==> config.mk <==
export PLATFORM = sky130hd
export DESIGN_NAME = ysyx_24110006_mem_arbiter
export DESIGN_NICKNAME = d
export VERILOG_FILES = /design/src/rtl/ysyx_24110006_mem_arbiter.sv
export SDC_FILE = /design/constraint.sdc
export NUM_CORES = 1
export LEC_CHECK = 0
export ABC_AREA = 1
export CORE_AREA = 5 5 181 183
export CTS_CLUSTER_SIZE = 25
export DETAILED_ROUTE_END_ITERATION = 6
export DIE_AREA = 0 0 186 188
export PLACE_DENSITY = 0.38
export SLEW_MARGIN = 20
export SYNTH_ARGS = -nofsm -noshare
export SYNTH_HDL_FRONTEND = slang
export SYNTH_SLANG_ARGS = --single-unit
==> constraint.sdc <==
create_clock -name i_clock -period 2.6 [get_ports i_clock]
set_input_delay 0.39 -clock i_clock [delete_from_list [all_inputs] [get_ports i_clock]]
set_output_delay 0.39 -clock i_clock [all_outputs]
set_load 0.02 [all_outputs]
==> src/rtl/ysyx_24110006_mem_arbiter.sv <==
// Two-master AXI4 arbiter: LSU (m1) has fixed priority over fetch (m0); one whole transaction at a time.
// Grant is registered out of IDLE; while granted, the owner's channels are wired straight through.
module ysyx_24110006_mem_arbiter #(
   parameter int ADDR_W = 32,
   parameter int DATA_W = 32,
   parameter int ID_W   = 4
) (
   input  logic                i_clock,
   input  logic                i_reset,
   // fetch read port
   input  logic [ADDR_W-1:0]   i_m0_araddr,
   input  logic                i_m0_arvalid,
   input  logic [ID_W-1:0]     i_m0_arid,
   input  logic [7:0]          i_m0_arlen,
   input  logic [2:0]          i_m0_arsize,
   input  logic [1:0]          i_m0_arburst,
   output logic                o_m0_arready,
   output logic [DATA_W-1:0]   o_m0_rdata,
   output logic                o_m0_rvalid,
   output logic [1:0]          o_m0_rresp,
   output logic                o_m0_rlast,
   output logic [ID_W-1:0]     o_m0_rid,
   input  logic                i_m0_rready,
   // LSU read port
   input  logic [ADDR_W-1:0]   i_m1_araddr,
   input  logic                i_m1_arvalid,
   input  logic [ID_W-1:0]     i_m1_arid,
   input  logic [7:0]          i_m1_arlen,
   input  logic [2:0]          i_m1_arsize,
   input  logic [1:0]          i_m1_arburst,
   output logic                o_m1_arready,
   output logic [DATA_W-1:0]   o_m1_rdata,
   output logic                o_m1_rvalid,
   output logic [1:0]          o_m1_rresp,
   output logic                o_m1_rlast,
   output logic [ID_W-1:0]     o_m1_rid,
   input  logic                i_m1_rready,
   // LSU write port
   input  logic [ADDR_W-1:0]   i_m1_awaddr,
   input  logic                i_m1_awvalid,
   input  logic [ID_W-1:0]     i_m1_awid,
   input  logic [7:0]          i_m1_awlen,
   input  logic [2:0]          i_m1_awsize,
   input  logic [1:0]          i_m1_awburst,
   output logic                o_m1_awready,
   input  logic [DATA_W-1:0]   i_m1_wdata,
   input  logic [DATA_W/8-1:0] i_m1_wstrb,
   input  logic                i_m1_wvalid,
   input  logic                i_m1_wlast,
   output logic                o_m1_wready,
   output logic                o_m1_bvalid,
   output logic [1:0]          o_m1_bresp,
   output logic [ID_W-1:0]     o_m1_bid,
   input  logic                i_m1_bready,
   // downstream master port
   output logic [ADDR_W-1:0]   o_axi_araddr,
   output logic                o_axi_arvalid,
   output logic [ID_W-1:0]     o_axi_arid,
   output logic [7:0]          o_axi_arlen,
   output logic [2:0]          o_axi_arsize,
   output logic [1:0]          o_axi_arburst,
   input  logic                i_axi_arready,
   input  logic [DATA_W-1:0]   i_axi_rdata,
   input  logic                i_axi_rvalid,
   input  logic [1:0]          i_axi_rresp,
   input  logic                i_axi_rlast,
   input  logic [ID_W-1:0]     i_axi_rid,
   output logic                o_axi_rready,
   output logic [ADDR_W-1:0]   o_axi_awaddr,
   output logic                o_axi_awvalid,
   output logic [ID_W-1:0]     o_axi_awid,
   output logic [7:0]          o_axi_awlen,
   output logic [2:0]          o_axi_awsize,
   output logic [1:0]          o_axi_awburst,
   input  logic                i_axi_awready,
   output logic [DATA_W-1:0]   o_axi_wdata,
   output logic [DATA_W/8-1:0] o_axi_wstrb,
   output logic                o_axi_wvalid,
   output logic                o_axi_wlast,
   input  logic                i_axi_wready,
   input  logic                i_axi_bvalid,
   input  logic [1:0]          i_axi_bresp,
   input  logic [ID_W-1:0]     i_axi_bid,
   output logic                o_axi_bready
);

   typedef enum logic [1:0] {IDLE, RD0, RD1, WR1} state_t;

   state_t state, state_nxt;

   always_ff @(posedge i_clock or posedge i_reset) begin
      if (i_reset) state <= IDLE;
      else         state <= state_nxt;
   end

   // Release only on the accepted last beat / accepted write response, never mid-burst.
   always_comb begin
      state_nxt = state;
      case (state)
         IDLE: begin
            if (i_m1_awvalid)      state_nxt = WR1;
            else if (i_m1_arvalid) state_nxt = RD1;
            else if (i_m0_arvalid) state_nxt = RD0;
         end
         RD0:     if (i_axi_rvalid && i_m0_rready && i_axi_rlast) state_nxt = IDLE;
         RD1:     if (i_axi_rvalid && i_m1_rready && i_axi_rlast) state_nxt = IDLE;
         WR1:     if (i_axi_bvalid && i_m1_bready) state_nxt = IDLE;
         default: state_nxt = IDLE;
      endcase
   end

   always_comb begin
      o_axi_araddr = '0; o_axi_arvalid = 1'b0; o_axi_arid = '0;
      o_axi_arlen = '0; o_axi_arsize = '0; o_axi_arburst = '0; o_axi_rready = 1'b0;
      o_axi_awaddr = '0; o_axi_awvalid = 1'b0; o_axi_awid = '0;
      o_axi_awlen = '0; o_axi_awsize = '0; o_axi_awburst = '0;
      o_axi_wdata = '0; o_axi_wstrb = '0; o_axi_wvalid = 1'b0; o_axi_wlast = 1'b0;
      o_axi_bready = 1'b0;
      o_m0_arready = 1'b0; o_m0_rdata = '0; o_m0_rvalid = 1'b0;
      o_m0_rresp = '0; o_m0_rlast = 1'b0; o_m0_rid = '0;
      o_m1_arready = 1'b0; o_m1_rdata = '0; o_m1_rvalid = 1'b0;
      o_m1_rresp = '0; o_m1_rlast = 1'b0; o_m1_rid = '0;
      o_m1_awready = 1'b0; o_m1_wready = 1'b0;
      o_m1_bvalid = 1'b0; o_m1_bresp = '0; o_m1_bid = '0;
      case (state)
         RD0: begin
            o_axi_araddr  = i_m0_araddr;  o_axi_arvalid = i_m0_arvalid;
            o_axi_arid    = i_m0_arid;    o_axi_arlen   = i_m0_arlen;
            o_axi_arsize  = i_m0_arsize;  o_axi_arburst = i_m0_arburst;
            o_axi_rready  = i_m0_rready;
            o_m0_arready  = i_axi_arready;
            o_m0_rdata    = i_axi_rdata;  o_m0_rvalid   = i_axi_rvalid;
            o_m0_rresp    = i_axi_rresp;  o_m0_rlast    = i_axi_rlast;
            o_m0_rid      = i_axi_rid;
         end
         RD1: begin
            o_axi_araddr  = i_m1_araddr;  o_axi_arvalid = i_m1_arvalid;
            o_axi_arid    = i_m1_arid;    o_axi_arlen   = i_m1_arlen;
            o_axi_arsize  = i_m1_arsize;  o_axi_arburst = i_m1_arburst;
            o_axi_rready  = i_m1_rready;
            o_m1_arready  = i_axi_arready;
            o_m1_rdata    = i_axi_rdata;  o_m1_rvalid   = i_axi_rvalid;
            o_m1_rresp    = i_axi_rresp;  o_m1_rlast    = i_axi_rlast;
            o_m1_rid      = i_axi_rid;
         end
         // AW and W are independent here; the slave may take them in either order.
         WR1: begin
            o_axi_awaddr  = i_m1_awaddr;  o_axi_awvalid = i_m1_awvalid;
            o_axi_awid    = i_m1_awid;    o_axi_awlen   = i_m1_awlen;
            o_axi_awsize  = i_m1_awsize;  o_axi_awburst = i_m1_awburst;
            o_axi_wdata   = i_m1_wdata;   o_axi_wstrb   = i_m1_wstrb;
            o_axi_wvalid  = i_m1_wvalid;  o_axi_wlast   = i_m1_wlast;
            o_axi_bready  = i_m1_bready;
            o_m1_awready  = i_axi_awready;
            o_m1_wready   = i_axi_wready;
            o_m1_bvalid   = i_axi_bvalid; o_m1_bresp    = i_axi_bresp;
            o_m1_bid      = i_axi_bid;
         end
         default: ;
      endcase
   end

endmodule

# Word-level counts from Yosys, hierarchy flattened
# Index checks and enable logic that the tools add are counted.
[word_totals] output_inout_bits=231 mem_count=0 input_bits=243 ram_bits=0 ff_bits=2 rom_bits=0 latch_bits=0
[classes] bitwise_logic=0 mul=0 magnitude_cmp=0 mux=42 shifts=0 n_reduce_logical=7 eq_ne=7 add_sub_neg=0 n_div=0
[ops] cell="$mux 32" n=4
[ops] cell="$pmux 32 s2" n=1
[ops] cell="$mux 2" n=10
[ops] cell="$mux 4" n=5
[ops] cell="$pmux 8 s2" n=1
[ops] cell="$mux 1" n=13
[ops] cell="$mux 8" n=1
[ops] cell="$pmux 2 s4" n=1
[ops] cell="$pmux 4 s2" n=1
[ops] cell="$ne 2x2->1 const B" n=3
[ops] cell="$pmux 3 s2" n=1
[ops] cell="$logic_and 1x1->1" n=5
[ops] cell="$eq 2x2->1 const B" n=2
[ops] cell="$ne 4x4->1 const B" n=1
[ops] cell="$pmux 1 s2" n=2
[ops] cell="$pmux 2 s2" n=1
[ops] cell="$reduce_and 4->1" n=1
[ops] cell="$mux 3" n=1
[ops] cell="$eq 2x1->1 const B" n=1
[ops] cell="$logic_not 2->1" n=1

# Depth between registers and ports, before layout
# Gate-level depths: netlist (run 1).
[logic_depth] word_depth=4 ltp_mapped=9 ltp_nobuf=8

# Worst setup path before layout (run 1)
# OpenSTA, ideal clock, no wires.
[synth_timing] kind="register to output" from="register state[0]" to="output port o_axi_araddr[0]" n_path_buf=1 path_stages_with_launch=6 path_slack_ps=797 arrival_time_ps=1413 cell_sequence="dfrtp_1 -> inv_1 -> ha_1 -> clkinv_1 -> clkbuf_1 -> a21oi_1"
[synth_between] elab_chain_cells=2 elab_cells_between_ends=3 classes_between="eq/ne (2); mux (1)"
[synth_lines] item="start: declaration" line="89" text="state_t state, state_nxt;"
[synth_lines] item="start signal: assignment" line="93" text="else state <= state_nxt;"
[synth_lines] item="$eq 2x2->1 or $eq 2x1->1 (tied branches)" line="125" text="case (state)"
[synth_lines] item="$pmux 32 s2 (*)" line="125"
[synth_lines] item="end: declaration" line="56" text="output logic [ADDR_W-1:0] o_axi_araddr,"
# Mark *: on every way between the ends. The rest lies on a longest branch, timed or not.

# Worst setup path after layout (run 1)
[layout_timing] from="register state[0]" to="output port o_m1_rvalid"
[layout_between] elab_chain_cells=2
[layout_lines] item="$eq 2x2->1" line="125"
[layout_lines] item="$mux 1" line="125"
[layout_lines] item="end: declaration" line="33" text="output logic o_m1_rvalid,"
# Every way passes these cells.

==> impl_metrics.toml, run 1 <==
[sta]
rsz0062_at_grt = "false"
clock.fmax_ghz = 0.407
worst_slew_pin_slew_ps = 306
period_needed_ps = 2450
hold_slack_ps = 501
fin_crit_sh = 0.944
hold_violations = 0
final-max-slew-violation-count = 0
tns_ps = 0
setup_viol = 0
maxSlewHeadroom = 0.796
skew_ps = 0.113

[critical_path]
path_class = "flip-flop to primary output"
crit_path_max_incr_delay_ps = 630
cp-start-kind = "flip-flop"
reg2regPathDepth = 9
cp_num_buf_inv = 4
r2r-end = "state[0]"
slowest_stage = "clkdlybuf4s50_1"
crit_cells = 6
path_max_fanout = 42
path_cells = "inv_1 > ha_1 > buf_12 > nand2_1 > inv_1 > clkdlybuf4s50_1"
crit_path_end_kind = "primary output"
crit_end = "o_m1_rvalid"
worst_path_most_repeated_cell = "inv_1"
ff2ff_setup_slack_ps = 960
startpoint = "state[0]"
cp_top_family = "buffers and inverters"
required_ps = 2210
r2r-start = "state[0]"
critical_path_arrival_ps = 2060

[clock_network]
clockBufferDepth = 2
cts_tree = "built"
root_buffer = "clkbuf_16"
path_clk_slew_ps = 30
cts_hold_buffers = 0
cts_htree_levels = 1
cts_buffers = 3
clock_latency_ps = 220
postCtsSetupBuffers = 0
clock_sinks = 2

[logic_synthesis]
avgSynthCellArea_um2 = 4.16
ys_types = 12
synthesis.nets = 840
postSynthCellCount = 591
synth_seq_cells = 2
synth-seq-area-share = 0.0204
syn_area_um2 = 2460
ys_warn_count = 0

[route]
routed_wl_mm = 21.0
routed-via-count = 4846
antenna_left = 0
drt_first_pass_iters = 4
drc = 0
wl_per_cell_um = 14.5
via_per_inst = 3.35
first_iter_violations = 110

[final_layout]
biggestRegsByFlops = "state x2"
nets = 1294
largest_reg_flops = 2
syn2layout_area_growth_pct = 220
drive_above_1_share = 0.0221
regMostFlops = "state"

[die]
core_area_um2 = 31100
die_area_um2 = 35000
start_util = 0.0791
fp.dieH_um = 188
rows = 65
ios = 474
die_x_um = 186

[placed_design]
port-buffer-count = 473
routabilityCongestion = 0.766
dp_hpwl_mm = 18.1

[global_route]
grt_use_met3 = 0.0372
grt_pass1_vias = 4911
grt-busiest-layer = "met2"
grt_usage = 0.109
overflow = 0
antenna_found_initial = 0
grt_max_degree = 53
grtUsageMet2 = 0.211
grtUsageMet1 = 0.115
grt_pass1_wl_mm = 29.4

[power]
pwr_density_cell_nw_per_um2 = 657
ir_drop_mv = 0.358
p_leak_nw = 4.84

[flow_run]
max_cap_viol_count = 0

[hold_path]
holdCritPathClass = "primary input to async pin"

[outcome]
status = "completed"
through the flow:
step	cell area, µm²	util	power [mW]	setup WS, ps	instances
after global routing	7860	0.253	5.61	32.0	1445
final	7870	0.253	5.17	145	1447
after CTS	7750	0.250	5.36	3.19	1445
after floorplan	2460	-	2.55	797	591
after global placement	7690	0.247	5.18	185	1442
after detailed placement	7690	0.247	5.13	152	1442
synthesized netlist by cell type:
cell type	number	area [µm²]
clkbuf_1	6	22.5
a21oi_1	54	270
clkinv_1	1	3.75
nor2_1	5	18.8
inv_1	191	717
buf_6	4	45.0
dfrtp_1	2	50.1
buf_4	4	30.0
nand2_1	293	1100
buf_2	23	115
ha_1	6	75.1
nand3_1	2	10.0
placed cells by master (no fill, tap or decap), drive strengths merged:
cell type | netlist | final
clkdlybuf4s50 | 0 | 421
nand2 | 293 | 293
inv | 191 | 191
a21oi | 54 | 54
dlymetal6s2s | 0 | 41
buf | 31 | 16
dlygate4sd2 | 0 | 8
ha | 6 | 6
nor2 | 5 | 5
clkbuf | 6 | 3
diode | 0 | 2
nand3 | 2 | 2
dfrtp | 2 | 2
clkinv | 1 | 1
what timing repair did:
| action | 4_1_cts | 5_1_grt |
|---|---|---|
| setup endpoints to repair | 49 | 41 |
| endpoints found under the hold margin | 0 | 0 |
| resized for setup | 9 | 42 |
| gates cloned | 0 | 0 |
routing by layer:
| metal | vias to the layer above | routed length [µm] |
|---|---|---|
| met3 | 12 | 2450 |
| met1 | 2049 | 7360 |
| met4 | 0 | 272 |
| met5 | - | 0 |
| met2 | 273 | 10900 |
| li1 | 2512 | - |
worst reg2reg max path, stage by stage (launching register included):
cell and delay (ps):
dfrtp_2 430, inv_1 110, ha_2 210, buf_12 190, nand2_1 100, nand2_1 60, nor2_1 210, nand2_1 110
nand2_1 60, nand2_1 50
power breakdown:
group / switching, mW / leakage [nW] / internal, mW
logic: 2.75 / 4.78 / 2.12
clock network: 0.0345 / 0.0370 / 0.196
registers: 0.0205 / 0.0240 / 0.0478
cell type report:
cell class	count	area (µm²)
Fill cell	3496	23200
Timing Repair Buffer	486	5010
Multi-Input combinational cell	360	1500
Inverter	192	721
Tap cell	402	503
Clock buffer	3	75.1
Sequential cell	2	51.3
Antenna cell	2	5.00
cells by family after synthesis:
logic type / Yosys count / synth area share
AND/OR/NAND/NOR: 300 / 0.459
buffers and inverters: 229 / 0.380
AO/OA/AOI/OAI: 54 / 0.110
adder cells (fa/ha/maj): 6 / 0.0305
flip-flops: 2 / 0.0204
worst min path at each step:
| stage | from | to | cells past startpoint |
|---|---|---|---|
| 3_5_place_dp | state[1] | state[1] | 3 |
| 2_1_floorplan | i_reset | state[0] | 1 |
| 3_3_place_gp | state[1] | state[1] | 3 |
| 6_report | i_reset | state[1] | 2 |
| 4_1_cts | i_reset | state[1] | 2 |
| 5_1_grt | i_reset | state[1] | 2 |
Note: power is estimated with default switching activity, not from simulation.
==> run 2, diff against run 1 <==
--- a/config.mk
+++ b/config.mk
@@ -15,3 +15,4 @@
 export SYNTH_ARGS = -nofsm -noshare
 export SYNTH_HDL_FRONTEND = slang
 export SYNTH_SLANG_ARGS = --single-unit
+export TNS_END_PERCENT = 5
==> results of run 2 <==
No change in the layout: final DEF, timing and power equal those of run 1.
